$ cat config.mk
export PLATFORM = sky130hd
export DESIGN_NAME = aes_key_expander_flat
export DESIGN_NICKNAME = d
export VERILOG_FILES = /design/src/rtl/aes_pkg.sv /design/src/rtl/aes_key_expander_if.sv /design/src/rtl/aes_sbox_word.sv /design/src/rtl/aes_key_expander.sv /design/src/flat_wrapper.sv
export SDC_FILE = /design/constraint.sdc
export NUM_CORES = 2
export LEC_CHECK = 0
export CAP_MARGIN = 5
export CELL_PAD_IN_SITES_DETAIL_PLACEMENT = 1
export CELL_PAD_IN_SITES_GLOBAL_PLACEMENT = 2
export CORE_ASPECT_RATIO = 1.75
export CORE_MARGIN = 2
export CORE_UTILIZATION = 39
export DETAILED_ROUTE_END_ITERATION = 8
export PLACE_DENSITY = 0.76
export SKIP_LAST_GASP = 1
export SLEW_MARGIN = 20
export SYNTH_ARGS = -nofsm -noshare
export SYNTH_HDL_FRONTEND = slang
export SYNTH_SLANG_ARGS = --single-unit
$ cat constraint.sdc
create_clock -name clk -period 8.88 [get_ports clk]
set_clock_uncertainty 0.1 [all_clocks]
set_input_delay 1.776 -clock clk [delete_from_list [all_inputs] [get_ports clk]]
set_output_delay 1.776 -clock clk [all_outputs]
set_load 0.03 [all_outputs]
$ cat src/rtl/aes_pkg.sv
// Shared AES key-schedule definitions: controller states, round constants
// and the key-length-derived sizes (NK, NR, NW).
package aes_pkg;

    typedef enum logic [1:0] {
        IDLE   = 2'd0,
        EXPAND = 2'd1,
        READY  = 2'd2
    } kx_state_e;

    // Rcon[1..10] stored at index 0..9
    localparam logic [7:0] RCON [10] = '{
        8'h01, 8'h02, 8'h04, 8'h08, 8'h10,
        8'h20, 8'h40, 8'h80, 8'h1B, 8'h36
    };

    function automatic int aes_nk(input int key_len);
        return key_len / 32;
    endfunction

    function automatic int aes_nr(input int key_len);
        return key_len / 32 + 6;
    endfunction

    function automatic int aes_nw(input int key_len);
        return 4 * (aes_nr(key_len) + 1);
    endfunction

    // Round constant for schedule step n (1-based); 0 outside the table
    function automatic logic [7:0] aes_rcon(input logic [3:0] n);
        if (n >= 4'd1 && n <= 4'd10) return RCON[n - 4'd1];
        return 8'h00;
    endfunction

endpackage

$ cat src/rtl/aes_key_expander_if.sv
// Control/read bus of the AES key expander. The zeroize line exists only
// when AES_KEYEXP_ZEROIZE_EN is defined.
interface aes_key_expander_if #(
    parameter int KEY_LEN = 128
);
    logic               start;
    logic [KEY_LEN-1:0] key;
    logic               busy;
    logic               done;
    logic               rk_req;
    logic [3:0]         rk_idx;
    logic               dec;
    logic               rk_valid;
    logic [127:0]       rk_data;
    logic               rk_err;
`ifdef AES_KEYEXP_ZEROIZE_EN
    logic               zeroize;

    modport master (
        output start, key, rk_req, rk_idx, dec, zeroize,
        input  busy, done, rk_valid, rk_data, rk_err
    );
    modport slave (
        input  start, key, rk_req, rk_idx, dec, zeroize,
        output busy, done, rk_valid, rk_data, rk_err
    );
`else
    modport master (
        output start, key, rk_req, rk_idx, dec,
        input  busy, done, rk_valid, rk_data, rk_err
    );
    modport slave (
        input  start, key, rk_req, rk_idx, dec,
        output busy, done, rk_valid, rk_data, rk_err
    );
`endif
endinterface

$ cat src/rtl/aes_sbox_word.sv
// Four parallel AES forward S-boxes applied bytewise to a 32-bit word.
module aes_sbox_word (
    input  logic [31:0] in_i,
    output logic [31:0] out_o
);
    // Entry x sits at bits [8*(255-x) +: 8], i.e. index {~x, 3'b000}
    localparam logic [2047:0] SBOX = {
        128'h637c777bf26b6fc53001672bfed7ab76,
        128'hca82c97dfa5947f0add4a2af9ca472c0,
        128'hb7fd9326363ff7cc34a5e5f171d83115,
        128'h04c723c31896059a071280e2eb27b275,
        128'h09832c1a1b6e5aa0523bd6b329e32f84,
        128'h53d100ed20fcb15b6acbbe394a4c58cf,
        128'hd0efaafb434d338545f9027f503c9fa8,
        128'h51a3408f929d38f5bcb6da2110fff3d2,
        128'hcd0c13ec5f974417c4a77e3d645d1973,
        128'h60814fdc222a908846eeb814de5e0bdb,
        128'he0323a0a4906245cc2d3ac629195e479,
        128'he7c8376d8dd54ea96c56f4ea657aae08,
        128'hba78252e1ca6b4c6e8dd741f4bbd8b8a,
        128'h703eb5664803f60e613557b986c11d9e,
        128'he1f8981169d98e949b1e87e9ce5528df,
        128'h8ca1890dbfe6426841992d0fb054bb16
    };

    for (genvar b = 0; b < 4; b++) begin : g_byte
        assign out_o[8*b +: 8] = SBOX[{~in_i[8*b +: 8], 3'b000} +: 8];
    end
endmodule

$ cat src/rtl/aes_key_expander.sv
// AES key expander: loads a 128/192/256-bit key, computes the full
// schedule one word per cycle into a flop array, then serves round keys
// in encryption or decryption order. Optional AES_KEYEXP_ZEROIZE_EN adds
// a zeroize input that wipes the schedule and output register.
module aes_key_expander
    import aes_pkg::*;
#(
    parameter int KEY_LEN = 128
) (
    input  logic              clk,
    input  logic              rst,
    aes_key_expander_if.slave bus
);
    localparam int NK = aes_nk(KEY_LEN);
    localparam int NR = aes_nr(KEY_LEN);
    localparam int NW = aes_nw(KEY_LEN);

    kx_state_e    state_q, state_d;
    logic [5:0]   i_q, i_d;
    logic [31:0]  w_q [NW];
    logic [127:0] rk_data_q, rk_data_d;
    logic         done_q, done_d;
    logic         rk_valid_q, rk_valid_d;
    logic         rk_err_q, rk_err_d;
    logic         load, exp_we, clr;

    logic [31:0]  w_prev, w_old, sbox_in, sbox_out, temp, w_new;
    logic [7:0]   rc;
    logic [3:0]   row;
    logic [5:0]   base;
    int           i_mod;

`ifdef AES_KEYEXP_ZEROIZE_EN
    assign clr = bus.zeroize;
`else
    assign clr = 1'b0;
`endif

    aes_sbox_word u_sbox (
        .in_i  (sbox_in),
        .out_o (sbox_out)
    );

    // Next schedule word from w[i-1] and w[i-NK]
    always_comb begin
        w_prev  = w_q[i_q - 6'd1];
        w_old   = w_q[i_q - 6'(NK)];
        i_mod   = int'(i_q) % NK;
        rc      = aes_rcon(4'(int'(i_q) / NK));
        sbox_in = (i_mod == 0) ? {w_prev[23:0], w_prev[31:24]} : w_prev;
        if (i_mod == 0)                temp = sbox_out ^ {rc, 24'h0};
        else if (NK == 8 && i_mod == 4) temp = sbox_out;
        else                           temp = w_prev;
        w_new = w_old ^ temp;
    end

    // Round-key row selection; decryption order walks the rounds backwards
    always_comb begin
        row  = bus.dec ? 4'(NR) - bus.rk_idx : bus.rk_idx;
        base = {row, 2'b00};
    end

    // Controller next state, schedule write enables and read responses
    always_comb begin
        state_d    = state_q;
        i_d        = i_q;
        load       = 1'b0;
        exp_we     = 1'b0;
        done_d     = 1'b0;
        rk_valid_d = 1'b0;
        rk_err_d   = 1'b0;
        rk_data_d  = rk_data_q;
        case (state_q)
            IDLE: begin
                if (bus.start) begin
                    load    = 1'b1;
                    state_d = EXPAND;
                    i_d     = 6'(NK);
                end
                if (bus.rk_req) rk_err_d = 1'b1;
            end
            EXPAND: begin
                exp_we = 1'b1;
                if (i_q == 6'(NW - 1)) begin
                    state_d = READY;
                    done_d  = 1'b1;
                end else begin
                    i_d = i_q + 6'd1;
                end
                if (bus.rk_req) rk_err_d = 1'b1;
            end
            READY: begin
                // A restart wins; a read in the same cycle is silently dropped
                if (bus.start) begin
                    load    = 1'b1;
                    state_d = EXPAND;
                    i_d     = 6'(NK);
                end else if (bus.rk_req) begin
                    if (bus.rk_idx <= 4'(NR)) begin
                        rk_valid_d = 1'b1;
                        rk_data_d  = {w_q[base], w_q[base | 6'd1],
                                      w_q[base | 6'd2], w_q[base | 6'd3]};
                    end else begin
                        rk_err_d = 1'b1;
                    end
                end
            end
            default: state_d = IDLE;
        endcase
        if (clr) begin
            state_d    = IDLE;
            i_d        = '0;
            load       = 1'b0;
            exp_we     = 1'b0;
            done_d     = 1'b0;
            rk_valid_d = 1'b0;
            rk_err_d   = 1'b0;
            rk_data_d  = '0;
        end
        if (!rst) begin
            load   = 1'b0;
            exp_we = 1'b0;
        end
    end

    // Controller and output registers
    always_ff @(posedge clk) begin
        if (!rst) begin
            state_q    <= IDLE;
            i_q        <= '0;
            done_q     <= 1'b0;
            rk_valid_q <= 1'b0;
            rk_err_q   <= 1'b0;
            rk_data_q  <= '0;
        end else begin
            state_q    <= state_d;
            i_q        <= i_d;
            done_q     <= done_d;
            rk_valid_q <= rk_valid_d;
            rk_err_q   <= rk_err_d;
            rk_data_q  <= rk_data_d;
        end
    end

    // Schedule storage: key load, one expanded word per cycle, optional wipe
    always_ff @(posedge clk) begin
`ifdef AES_KEYEXP_ZEROIZE_EN
        if (!rst || clr) begin
            for (int k = 0; k < NW; k++) w_q[k] <= '0;
        end else
`endif
        if (load) begin
            for (int k = 0; k < NK; k++) w_q[k] <= bus.key[KEY_LEN-1-32*k -: 32];
        end else if (exp_we) begin
            w_q[i_q] <= w_new;
        end
    end

    assign bus.busy     = (state_q == EXPAND);
    assign bus.done     = done_q;
    assign bus.rk_valid = rk_valid_q;
    assign bus.rk_data  = rk_data_q;
    assign bus.rk_err   = rk_err_q;

endmodule

$ cat src/flat_wrapper.sv
// flat-port wrapper written by rule: the top's interface ports become plain ports
module aes_key_expander_flat import aes_pkg::*;
#(
    parameter int KEY_LEN = 128
)
  (clk, rst, bus_start, bus_key, bus_rk_req, bus_rk_idx, bus_dec, bus_busy, bus_done, bus_rk_valid, bus_rk_data, bus_rk_err);
  aes_key_expander_if #(.KEY_LEN(KEY_LEN)) bus_i ();
  input  logic clk;
  input  logic rst;
  input wire logic [$bits(bus_i.start)-1:0] bus_start;
  input wire logic [$bits(bus_i.key)-1:0] bus_key;
  input wire logic [$bits(bus_i.rk_req)-1:0] bus_rk_req;
  input wire logic [$bits(bus_i.rk_idx)-1:0] bus_rk_idx;
  input wire logic [$bits(bus_i.dec)-1:0] bus_dec;
  output wire logic [$bits(bus_i.busy)-1:0] bus_busy;
  output wire logic [$bits(bus_i.done)-1:0] bus_done;
  output wire logic [$bits(bus_i.rk_valid)-1:0] bus_rk_valid;
  output wire logic [$bits(bus_i.rk_data)-1:0] bus_rk_data;
  output wire logic [$bits(bus_i.rk_err)-1:0] bus_rk_err;
  assign bus_i.start = bus_start;
  assign bus_i.key = bus_key;
  assign bus_i.rk_req = bus_rk_req;
  assign bus_i.rk_idx = bus_rk_idx;
  assign bus_i.dec = bus_dec;
  assign bus_busy = bus_i.busy;
  assign bus_done = bus_i.done;
  assign bus_rk_valid = bus_i.rk_valid;
  assign bus_rk_data = bus_i.rk_data;
  assign bus_rk_err = bus_i.rk_err;
  aes_key_expander #(.KEY_LEN(KEY_LEN)) u_core (.clk(clk), .rst(rst), .bus(bus_i));
endmodule
==> flow_summary.toml <==
[timing]
hold_viol = 0
fin_ws_ps = 17.95
fin_hold_ws_ps = 384.9
rsz0062_at_grt = "no"
setup_viol = 0
fmax_ghz = 0.1128
fin_crit_sh = 0.9980
slew_violations = 0
period_needed_ps = 8862
max_slew_margin = 0.06845
fin_tns_setup_ps = 0
worst_pin_slew_ps = 1389

[final_layout]
nets = 8912
drive_gt1_frac = 0.2227
fill_cells = 26150
layout-area-overhead-vs-synth_pct = 14.80
seqCellArea_um2 = 45070
multi_input_comb_area_um2 = 50060

[synth]
ys_ff_latch = 1547
yosys.area.top_type = "edfxtp_1"
synth.most_common_cell = "edfxtp_1"
synth_nets = 8684
netlist_top_cells_count = "edfxtp_1, nor2_1, mux4_2"
ys_warn_count = 0
yosys.area.top_type_share = 0.4308
synth_cells = 8483
syn_area_um2 = 98150
synthDistinctLibCells = 121
avgSynthCellArea_um2 = 11.57
synth.area.top_cells = "edfxtp_1, mux4_2, mux2i_1, nor2_1, a21oi_1"
seq_area_frac_synth = 0.4591
synth-edff-count = 1408
async_reset_ff_frac = 0
ys.flop_type = "edfxtp_1"

[floorplan]
initial_core_util = 0.3922
core_area_um2 = 250200
die_area_um2 = 255800
placementRows = 243
die_y_um = 667.6
die_w_um = 383.2
io_pins = 269

[routing]
vias_per_cell = 7.551
wl_met3_um = 65760
ant_nets = 0
wire_per_inst_um = 49.00
wl_met2_um = 264900
drt_pre_antenna_iters = 8
drcViolationCount = 0
vias = 91780
wl_met1_um = 191900
drtIter0Drc = 14580
highest_layer = "met5"
routed_wl_um = 595600

[cts]
cts-htree-levels = 4
hold_buffers = 0
cts_buffer_depth = 4
cts_setup_buffers = 0
clock-sinks = 1547
cts_tree = "yes"
clk_pin_slew_ps = 70
cts_root_buffer = "clkbuf_16"
clk_latency_ps = 870
numCtsBuffers = 153
ctsResizeCount = 0

[global_routing]
grt_max_degree = 165
grt_pass1_wl_um = 799900
track_usage = 0.4556
grt-ovfl-total = 0
antenna_found_initial = 56
grt_pass1_vias = 91790

[placed_design]
dp_hpwl_um = 410300
place.gp.congestion = 1.078
port_buffers = 268
dp_slack_ps = 495.5

[critical_path]
worstPathCellList = "inv_1 > ha_1 > and3b_1 > nor2_2 > buf_4 > o21ai_0 > a211oi_1 > o31ai_2 > buf_4 > inv_1 > buf_4 > ha_1 > o21ai_0 > nand2_1 > a31oi_1 > o22ai_1 > a211o_1 > nand2_1 > buf_12 > a21oi_1 > xor2_4 > buf_4"
path_class = "reg -> reg"
cp-start-kind = "register"
worstPathMaxFanout = 29
endpoint_kind = "register"
max_stage_delay_ps = 850
required_ps = 9480
rrSetupSlack_ps = 20
cp_slowest_cell = "nor2_2"
crit_top_cell = "buf_4"
cp_top_family = "compound AO/OA/AOI/OAI gates"
cp.arrival_ps = 9460
critPathBufInv = 7

[pwr]
totalPowerFinal_mw = 31.37
power.leakage_nw = 36.51
ir_drop_uv = 186.7
p_per_area_nw_per_um2 = 278.4

[hold_path]
hold_class = "reg -> reg"

[flow_run]
maxCapViolations = 0

[run_status]
status = "completed"
final timing paths:
path / from / end / cells after the start
worst max-delay path: u_core.i_q[2]$_SDFFE_PN0P_ / u_core.w_q[43][15]$_DFFE_PP_ / 22
worst min-delay path: u_core.bus.rk_data[115]$_SDFFE_PN0P_ / u_core.bus.rk_data[115]$_SDFFE_PN0P_ / 2
worst max register to register: u_core.i_q[2]$_SDFFE_PN0P_ / u_core.w_q[43][15]$_DFFE_PP_ / 22
worst min register to register: u_core.bus.rk_data[115]$_SDFFE_PN0P_ / u_core.bus.rk_data[115]$_SDFFE_PN0P_ / 2
routing by layer:
metal	vias to the layer above	track usage
met3	2789	0.1261
met1	46750	0.5023
li1	34470	-
met4	46	0.4470
met5	-	0
met2	7730	0.6993
logic make-up after synthesis:
logic type               after synthesis  synth area share
AO/OA/AOI/OAI                       2473            0.1682
multiplexers                        1364            0.2225
adder cells (fa/ha/maj)               65          0.008261
flip-flops                          1547            0.4591
XOR/XNOR                              75          0.007445
AND/OR/NAND/NOR                     2055           0.09128
buffers and inverters                904           0.04312
cells in the final DEF (no fill, tap or decap), drive strengths merged, types with 41 or more instances in the layout:
master and count:
a211oi 266, xnor2 46, mux4 631, clkdlybuf4s50 267, nor3 141, o22ai 358
o311ai 66, mux2 204, nand2 502, o221ai 59, clkbuf 184, a21oi 621
o21ai 367, mux2i 529, buf 635, nor2 930, a221oi 76, ha 64
o211ai 122, a311oi 41, inv 76, edfxtp 1408, clkinv 55, a31oi 124
nor4 46, nand3 271, dfxtp 139
state kept, by name, summed over array words and instances (netlist names):
signal               count
u_core.w_q            1408
u_core.i_q               6
u_core.bus.done          1
u_core.bus.rk_data     128
u_core.bus.rk_valid      1
u_core.bus.rk_err        1
u_core.state_q           2
power breakdown:
part	internal, mW	switching [mW]
Sequential	9.89	0.0629
Clock	3.65	3.07
Combinational	4.16	10.5
worst min-delay path, cell delays in order (launching register included):
cell and delay, ps:
dfxtp_1 320, a21oi_1 60, nor2_1 70
layout make-up:
class | instances | share of cell area
sequential | 1547 | 0.4001
tap | 3307 | 0.03673
multi-input combinational | 6032 | 0.4443
timing repair buffer | 902 | 0.07260
clock inverter | 81 | 0.007052
inverter | 75 | 0.002610
antenna | 27 | 0.0005997
clock buffer | 184 | 0.03604
stage by stage:
stage	instances	instance area, um2	util
2_1_floorplan	8483	98150	-
3_3_place_gp	11860	107500	0.4297
3_5_place_dp	11860	107600	0.4301
4_1_cts	12130	112500	0.4495
5_1_grt	12140	112600	0.4501
6_report	12160	112700	0.4503
(Power assumes the default switching activity.)
